### config.mk
export PLATFORM = sky130hd
export DESIGN_NAME = ram_read_streamer
export DESIGN_NICKNAME = d
export VERILOG_FILES = /design/src/rtl/ram_read_streamer.sv
export SDC_FILE = /design/constraint.sdc
export NUM_CORES = 1
export LEC_CHECK = 0
export CELL_PAD_IN_SITES_DETAIL_PLACEMENT = 0
export CELL_PAD_IN_SITES_GLOBAL_PLACEMENT = 1
export CORE_UTILIZATION = 44
export DETAILED_ROUTE_END_ITERATION = 7
export PLACE_DENSITY = 0.85
export REMOVE_ABC_BUFFERS = 1
export SYNTH_ARGS = -nofsm -noshare
export SYNTH_HDL_FRONTEND = slang
export SYNTH_SLANG_ARGS = --single-unit
### constraint.sdc
create_clock -name clk -period 3.65 [get_ports clk]
set_input_delay 0.365 -clock clk [delete_from_list [all_inputs] [get_ports clk]]
set_output_delay 0.365 -clock clk [all_outputs]
set_load 0.05 [all_outputs]
### src/rtl/ram_read_streamer.sv
// Read-side burst sequencer for the dual-port RAM: issues reads, absorbs the
// one-cycle read latency and streams words out with valid/ready/last. Optional RD_STRIDE_EN.
module ram_read_streamer #(
    parameter int RAM_WIDTH  = 8,
    parameter int ADDR_WIDTH = 4
) (
    input  logic                  clk,
    input  logic                  rst,
    input  logic                  start,
    input  logic [ADDR_WIDTH-1:0] base_addr,
    input  logic [ADDR_WIDTH:0]   length,
`ifdef RD_STRIDE_EN
    input  logic [ADDR_WIDTH-1:0] stride,
`endif
    output logic                  busy,
    output logic                  done,
    output logic                  rd_allow,
    output logic [ADDR_WIDTH-1:0] rd_addr,
    input  logic [RAM_WIDTH-1:0]  rd_data,
    output logic                  out_valid,
    input  logic                  out_ready,
    output logic [RAM_WIDTH-1:0]  out_data,
    output logic                  out_last
);

    localparam logic [1:0] S_IDLE  = 2'd0;
    localparam logic [1:0] S_RUN   = 2'd1;
    localparam logic [1:0] S_DRAIN = 2'd2;

    localparam logic [ADDR_WIDTH:0] CNT_ONE = (ADDR_WIDTH+1)'(1);

    logic [1:0]            state;
    logic [ADDR_WIDTH-1:0] addr;
    logic [ADDR_WIDTH-1:0] last_addr;
    logic [ADDR_WIDTH-1:0] step;
    logic [ADDR_WIDTH:0]   issue_cnt;
    logic [ADDR_WIDTH:0]   beat_cnt;
    logic                  inflight;
    logic [RAM_WIDTH-1:0]  buf0;
    logic [RAM_WIDTH-1:0]  buf1;
    logic [1:0]            buf_cnt;
    logic [2:0]            occ;
    logic                  pop;
    logic                  issue;

`ifdef RD_STRIDE_EN
    logic [ADDR_WIDTH-1:0] stride_q;

    always_ff @(posedge clk or posedge rst) begin
        if (rst)
            stride_q <= '0;
        else if (state == S_IDLE && start && length != '0)
            stride_q <= stride;
    end

    assign step = stride_q;
`else
    assign step = ADDR_WIDTH'(1);
`endif

    // Occupancy counts words already buffered plus the one in the RAM pipe,
    // so at most two words are ever owed to the buffer.
    always_comb begin
        pop   = out_valid & out_ready;
        occ   = {1'b0, buf_cnt} + {2'b00, inflight};
        issue = (state == S_RUN) && (issue_cnt != '0) && (occ < (3'd2 + {2'b00, pop}));
    end

    assign rd_allow  = issue;
    assign rd_addr   = issue ? addr : last_addr;
    assign busy      = (state != S_IDLE);
    assign out_valid = (buf_cnt != 2'd0);
    assign out_data  = buf0;
    assign out_last  = out_valid && (beat_cnt == CNT_ONE);
    assign done      = ((state == S_IDLE) && start && (length == '0)) ||
                       ((state == S_DRAIN) && pop && (beat_cnt == CNT_ONE));

    always_ff @(posedge clk or posedge rst) begin
        if (rst) begin
            state     <= S_IDLE;
            addr      <= '0;
            last_addr <= '0;
            issue_cnt <= '0;
            beat_cnt  <= '0;
            inflight  <= 1'b0;
        end else begin
            inflight <= issue;
            case (state)
                S_IDLE: begin
                    if (start && length != '0) begin
                        addr      <= base_addr;
                        issue_cnt <= length;
                        beat_cnt  <= length;
                        state     <= S_RUN;
                    end
                end
                S_RUN: begin
                    if (issue) begin
                        addr      <= addr + step;
                        last_addr <= addr;
                        issue_cnt <= issue_cnt - CNT_ONE;
                        if (issue_cnt == CNT_ONE)
                            state <= S_DRAIN;
                    end
                    if (pop)
                        beat_cnt <= beat_cnt - CNT_ONE;
                end
                S_DRAIN: begin
                    if (pop) begin
                        beat_cnt <= beat_cnt - CNT_ONE;
                        if (beat_cnt == CNT_ONE)
                            state <= S_IDLE;
                    end
                end
                default: state <= S_IDLE;
            endcase
        end
    end

    // Two-entry FIFO: buf0 is always the head so out_data is purely registered.
    always_ff @(posedge clk or posedge rst) begin
        if (rst) begin
            buf0    <= '0;
            buf1    <= '0;
            buf_cnt <= 2'd0;
        end else begin
            case ({inflight, pop})
                2'b01: begin
                    buf0    <= buf1;
                    buf_cnt <= buf_cnt - 2'd1;
                end
                2'b10: begin
                    if (buf_cnt == 2'd0)
                        buf0 <= rd_data;
                    else
                        buf1 <= rd_data;
                    buf_cnt <= buf_cnt + 2'd1;
                end
                2'b11: begin
                    if (buf_cnt == 2'd1) begin
                        buf0 <= rd_data;
                    end else begin
                        buf0 <= buf1;
                        buf1 <= rd_data;
                    end
                end
                default: ;
            endcase
        end
    end

endmodule

==> results of run 1 <==
[stage by stage]
stage          cells  hold WS (ns)  setup slack, ns  total power [uW]  utilization [%]
2_1_floorplan    235         0.439            0.581              2160                -
3_3_place_gp     346         0.453            0.443              2640             54.7
3_5_place_dp     346         0.465            0.428              2670             54.7
4_1_cts          354         0.483            0.179              2970             56.3
5_1_grt          354         0.504           0.0688              3200             56.3
6_report         354         0.476            0.196              2940             56.3
[sequential cells by signal, summed over array words and instances (netlist names)]
name / cells
beat_cnt: 5
inflight: 1
out_data: 8
issue_cnt: 5
buf1: 8
addr: 4
state: 2
buf_cnt: 2
last_addr: 4
[cell type report]
class                   instances  area [sq um]
clock buffers                   7          76.3
fillers                       512          2250
clock inverters                 1          5.00
multi-input cells             175          1270
inverters                      21          78.8
flip-flops and latches         39           976
well taps                      70          87.6
repair buffers                 41           400
[metal layers]
metal  vias to the layer above  GRT usage, %  share of wire, %  wire, microns
met3                         6          4.10               4.5            228
li1                        967             -                 -              -
met5                         -             0                 0              0
met2                        47          34.6                46           2360
met4                         0          5.56               1.1             54
met1                       906          26.5                48           2450
[worst max path at each step]
stage / from / end / slack [ns] / depth (start not counted)
2_1_floorplan: buf_cnt[0]$_DFFE_PP0P_ / rd_addr[3] / 0.58 / 5
3_3_place_gp: out_ready / rd_addr[2] / 0.44 / 5
3_5_place_dp: out_ready / rd_addr[2] / 0.43 / 5
4_1_cts: buf_cnt[0]$_DFFE_PP0P_ / rd_addr[2] / 0.18 / 6
5_1_grt: buf_cnt[0]$_DFFE_PP0P_ / rd_addr[2] / 0.07 / 6
6_report: buf_cnt[0]$_DFFE_PP0P_ / rd_addr[2] / 0.20 / 6
[power breakdown]
group	switching, uW	leakage (uW)	internal (uW)
logic	1080	0.000748	748
registers	169	0.000460	656
clock network	150	0.0000422	134
[cells by family after synthesis]
family | after synthesis | share of synthesized area [%]
AND/OR/NAND/NOR | 75 | 16.4
AO/OA/AOI/OAI | 65 | 19.9
flip-flops | 39 | 41.1
buffers and inverters | 32 | 5.48
multiplexers | 18 | 8.43
adder cells (fa/ha/maj) | 15 | 7.90
XOR/XNOR | 2 | 0.738
[tightest hold or removal path: stages, from the launching register on]
cell and delay (ns):
sky130_fd_sc_hd__dfrtp_1 0.33, sky130_fd_sc_hd__nand2_1 0.05, sky130_fd_sc_hd__o21ai_0 0.06
[synthesized netlist by cell type, drive strengths merged, types with 7 or more instances]
| cell | number | area [sq um] |
|---|---|---|
| ha | 15 | 188 |
| dfrtp | 39 | 976 |
| o21ai | 15 | 75.1 |
| nor3 | 8 | 40.0 |
| nor2 | 14 | 52.6 |
| inv | 21 | 78.8 |
| clkbuf | 7 | 26.3 |
| nor4 | 9 | 56.3 |
| mux2 | 16 | 180 |
| a22oi | 9 | 67.6 |
| nand2 | 18 | 67.6 |
| a21oi | 8 | 40.0 |
==> results.txt, run 1 <==
----------------------------------------------------
[Run status]
  Run status ... complete, no violations

[STA]
  Setup Total Neg Slack ... 0 ns
  Worst-Margin Slew ... about 0.99 ns
  Final period demand of the worst path ... between 3 and 4 ns
  Setup Viol. Count Final ... 0
  Headroom to the max-slew limit ... between 30% and 40%
  Final hold vios ... 0
  RSZ-0062 raised after global routing ... false
  Highest clock frequency the design can meet ... 0.289 GHz
  Final clock period utilization by the worst path ... 94.6%
  Slew Limit Fails ... 0
  Worst Skew ... 0.00496 ns

[Detailed routing]
  DRC violation total after the first TritonRoute iteration ... 66
  Vias per Instance ... 5.44
  Via count of the routed design ... approximately 1900
  Total wire length after detailed routing ... 5.09 mm
  Count of TritonRoute iterations in the first routing pass ... 4
  DRC violation count after routing ... 0
  Post-detailed-route count of antenna-violating nets ... 0
  Average routed wire per standard cell ... between 10 and 15 microns

[Floorplan]
  Vertical die dimension ... roughly 75 microns
  Full die area ... about 0.0057 sq mm
  Count of boundary I/O pins ... 38
  Width of the chip ... 75.5 microns
  # rows ... 26
  Starting utilization of the core area ... a little under half
  Area of the placeable core ... ~0.0051 sq mm

[Worst setup path]
  CP endpoint kind ... primary output
  Startpoint type of the worst setup path ... flop
  Delay contributed by the slowest stage of the critical path ... 0.80 ns
  CP arrival ... 3.09 ns
  Slowest cell on crit path ... sky130_fd_sc_hd__clkdlybuf4s50_1
  FF-to-FF Start ... buf_cnt[0]$_DFFE_PP0P_
  Crit-path max FO ... 16
  Category of the most critical setup path ... flop to primary output
  Worst Path Buf+Inv ... 2
  Cell count of the worst reg-to-reg path ... 7
  Required @ worst endpoint ... between 3 and 4 ns
  Kind of cell adding the most delay to the critical path ... buffers and inverters
  Reg-to-reg setup timing slack ... around 0.89 ns
  Worst r2r dst ... state[0]$_DFFE_PP0P_
  Worst path cell trace ... inv_1 > ha_1 > or3b_1 > a211o_1 > mux2_2 > clkdlybuf4s50_1

[Finish]
  Most frequent cells in the layout ... sky130_fd_sc_hd__dfrtp_1 (39), sky130_fd_sc_hd__clkdlybuf4s50_1 (37), sky130_fd_sc_hd__inv_1 (20)
  Most frequent standard cell in the layout excluding fill and tap cells ... sky130_fd_sc_hd__dfrtp_1
  Area of all placed cells without fillers ... a little under 0.003 sq mm
  Fraction of final layout cells with drive strength greater than 1 ... a little under an eighth
  Number of nets at the end of the flow ... 319
  Antenna diode count ... 0
  Synthesis-to-layout area growth ... 21.8%

[Yosys]
  Primary FF master, synth ... sky130_fd_sc_hd__dfrtp_1
  Unique cell type count in the Yosys netlist ... just under 50
  Number of warnings reported in the yosys synthesis log ... 0
  Cell count after synthesis ... between 200 and 250
  Synthesized area ... ~0.0024 sq mm
  Post-synthesis register bit count ... 39
  Average cell area after synthesis ... 9.65 sq um
  Proportion of synthesized chip area in sequential cells ... between 40% and 50%
  Number of synthesized flops with an enable pin ... 0
  Share of synthesized registers carrying an async set or reset ... 100%

[Clock network]
  Number of clock buffers inserted by TritonCTS ... 5
  Cells resized by post-CTS repair ... 0
  H-Tree Level Count ... 2
  Worst skew pair latency ... roughly 0.29 ns
  Clock Path Buffers ... 2
  Hold Buf Count CTS ... 0
  Setup repair bufs after CTS ... 0
  Clock Root Buffer ... sky130_fd_sc_hd__clkbuf_8
  Clock transition at the register clock pins on the worst setup and hold paths after CTS ... roughly 0.080 ns
  CTS tree ... yes
  Number of sinks on the clock net ... 39

[Hold path]
  Hold path endpoint ... last_addr[3]$_DFFE_PP0P_
  Hold Path Depth ... 2
  Worst hold path startpoint ... last_addr[3]$_DFFE_PP0P_
  Type of the worst min-delay path ... flop to flop

[Flow run]
  Number of max-cap violations ... 0

[Place]
  Area after detailed placement ... ~0.0028 sq mm
  Placer congestion estimate ... between 0.7 and 0.8
  IO Port Bufs ... 37
  DP Wirelength ... about 3.7 mm

[Global route]
  Antenna violations before repair ... 0
  Pin count of the biggest net entering global routing ... 22
  GRT Resource Usage Total ... between 20 and 25%
  GRT overflow ... 0
  Global-route wire length before repair ... just under 9 mm
  Vias in the first global route ... approximately 1900

[Power and ir drop]
  Power per cell area ... ~1000 mW/mm^2
  Leak ... roughly 0.0013 uW
  Peak supply drop ... just under 600 uV

----------------------------------------------------
Note: power is estimated with default switching activity, not from simulation.
==> run 2: changes to the inputs <==
- GPL_ROUTABILITY_DRIVEN: default -> 1
==> results of run 2 <==
No change in the layout: final DEF, timing and power equal those of run 1.
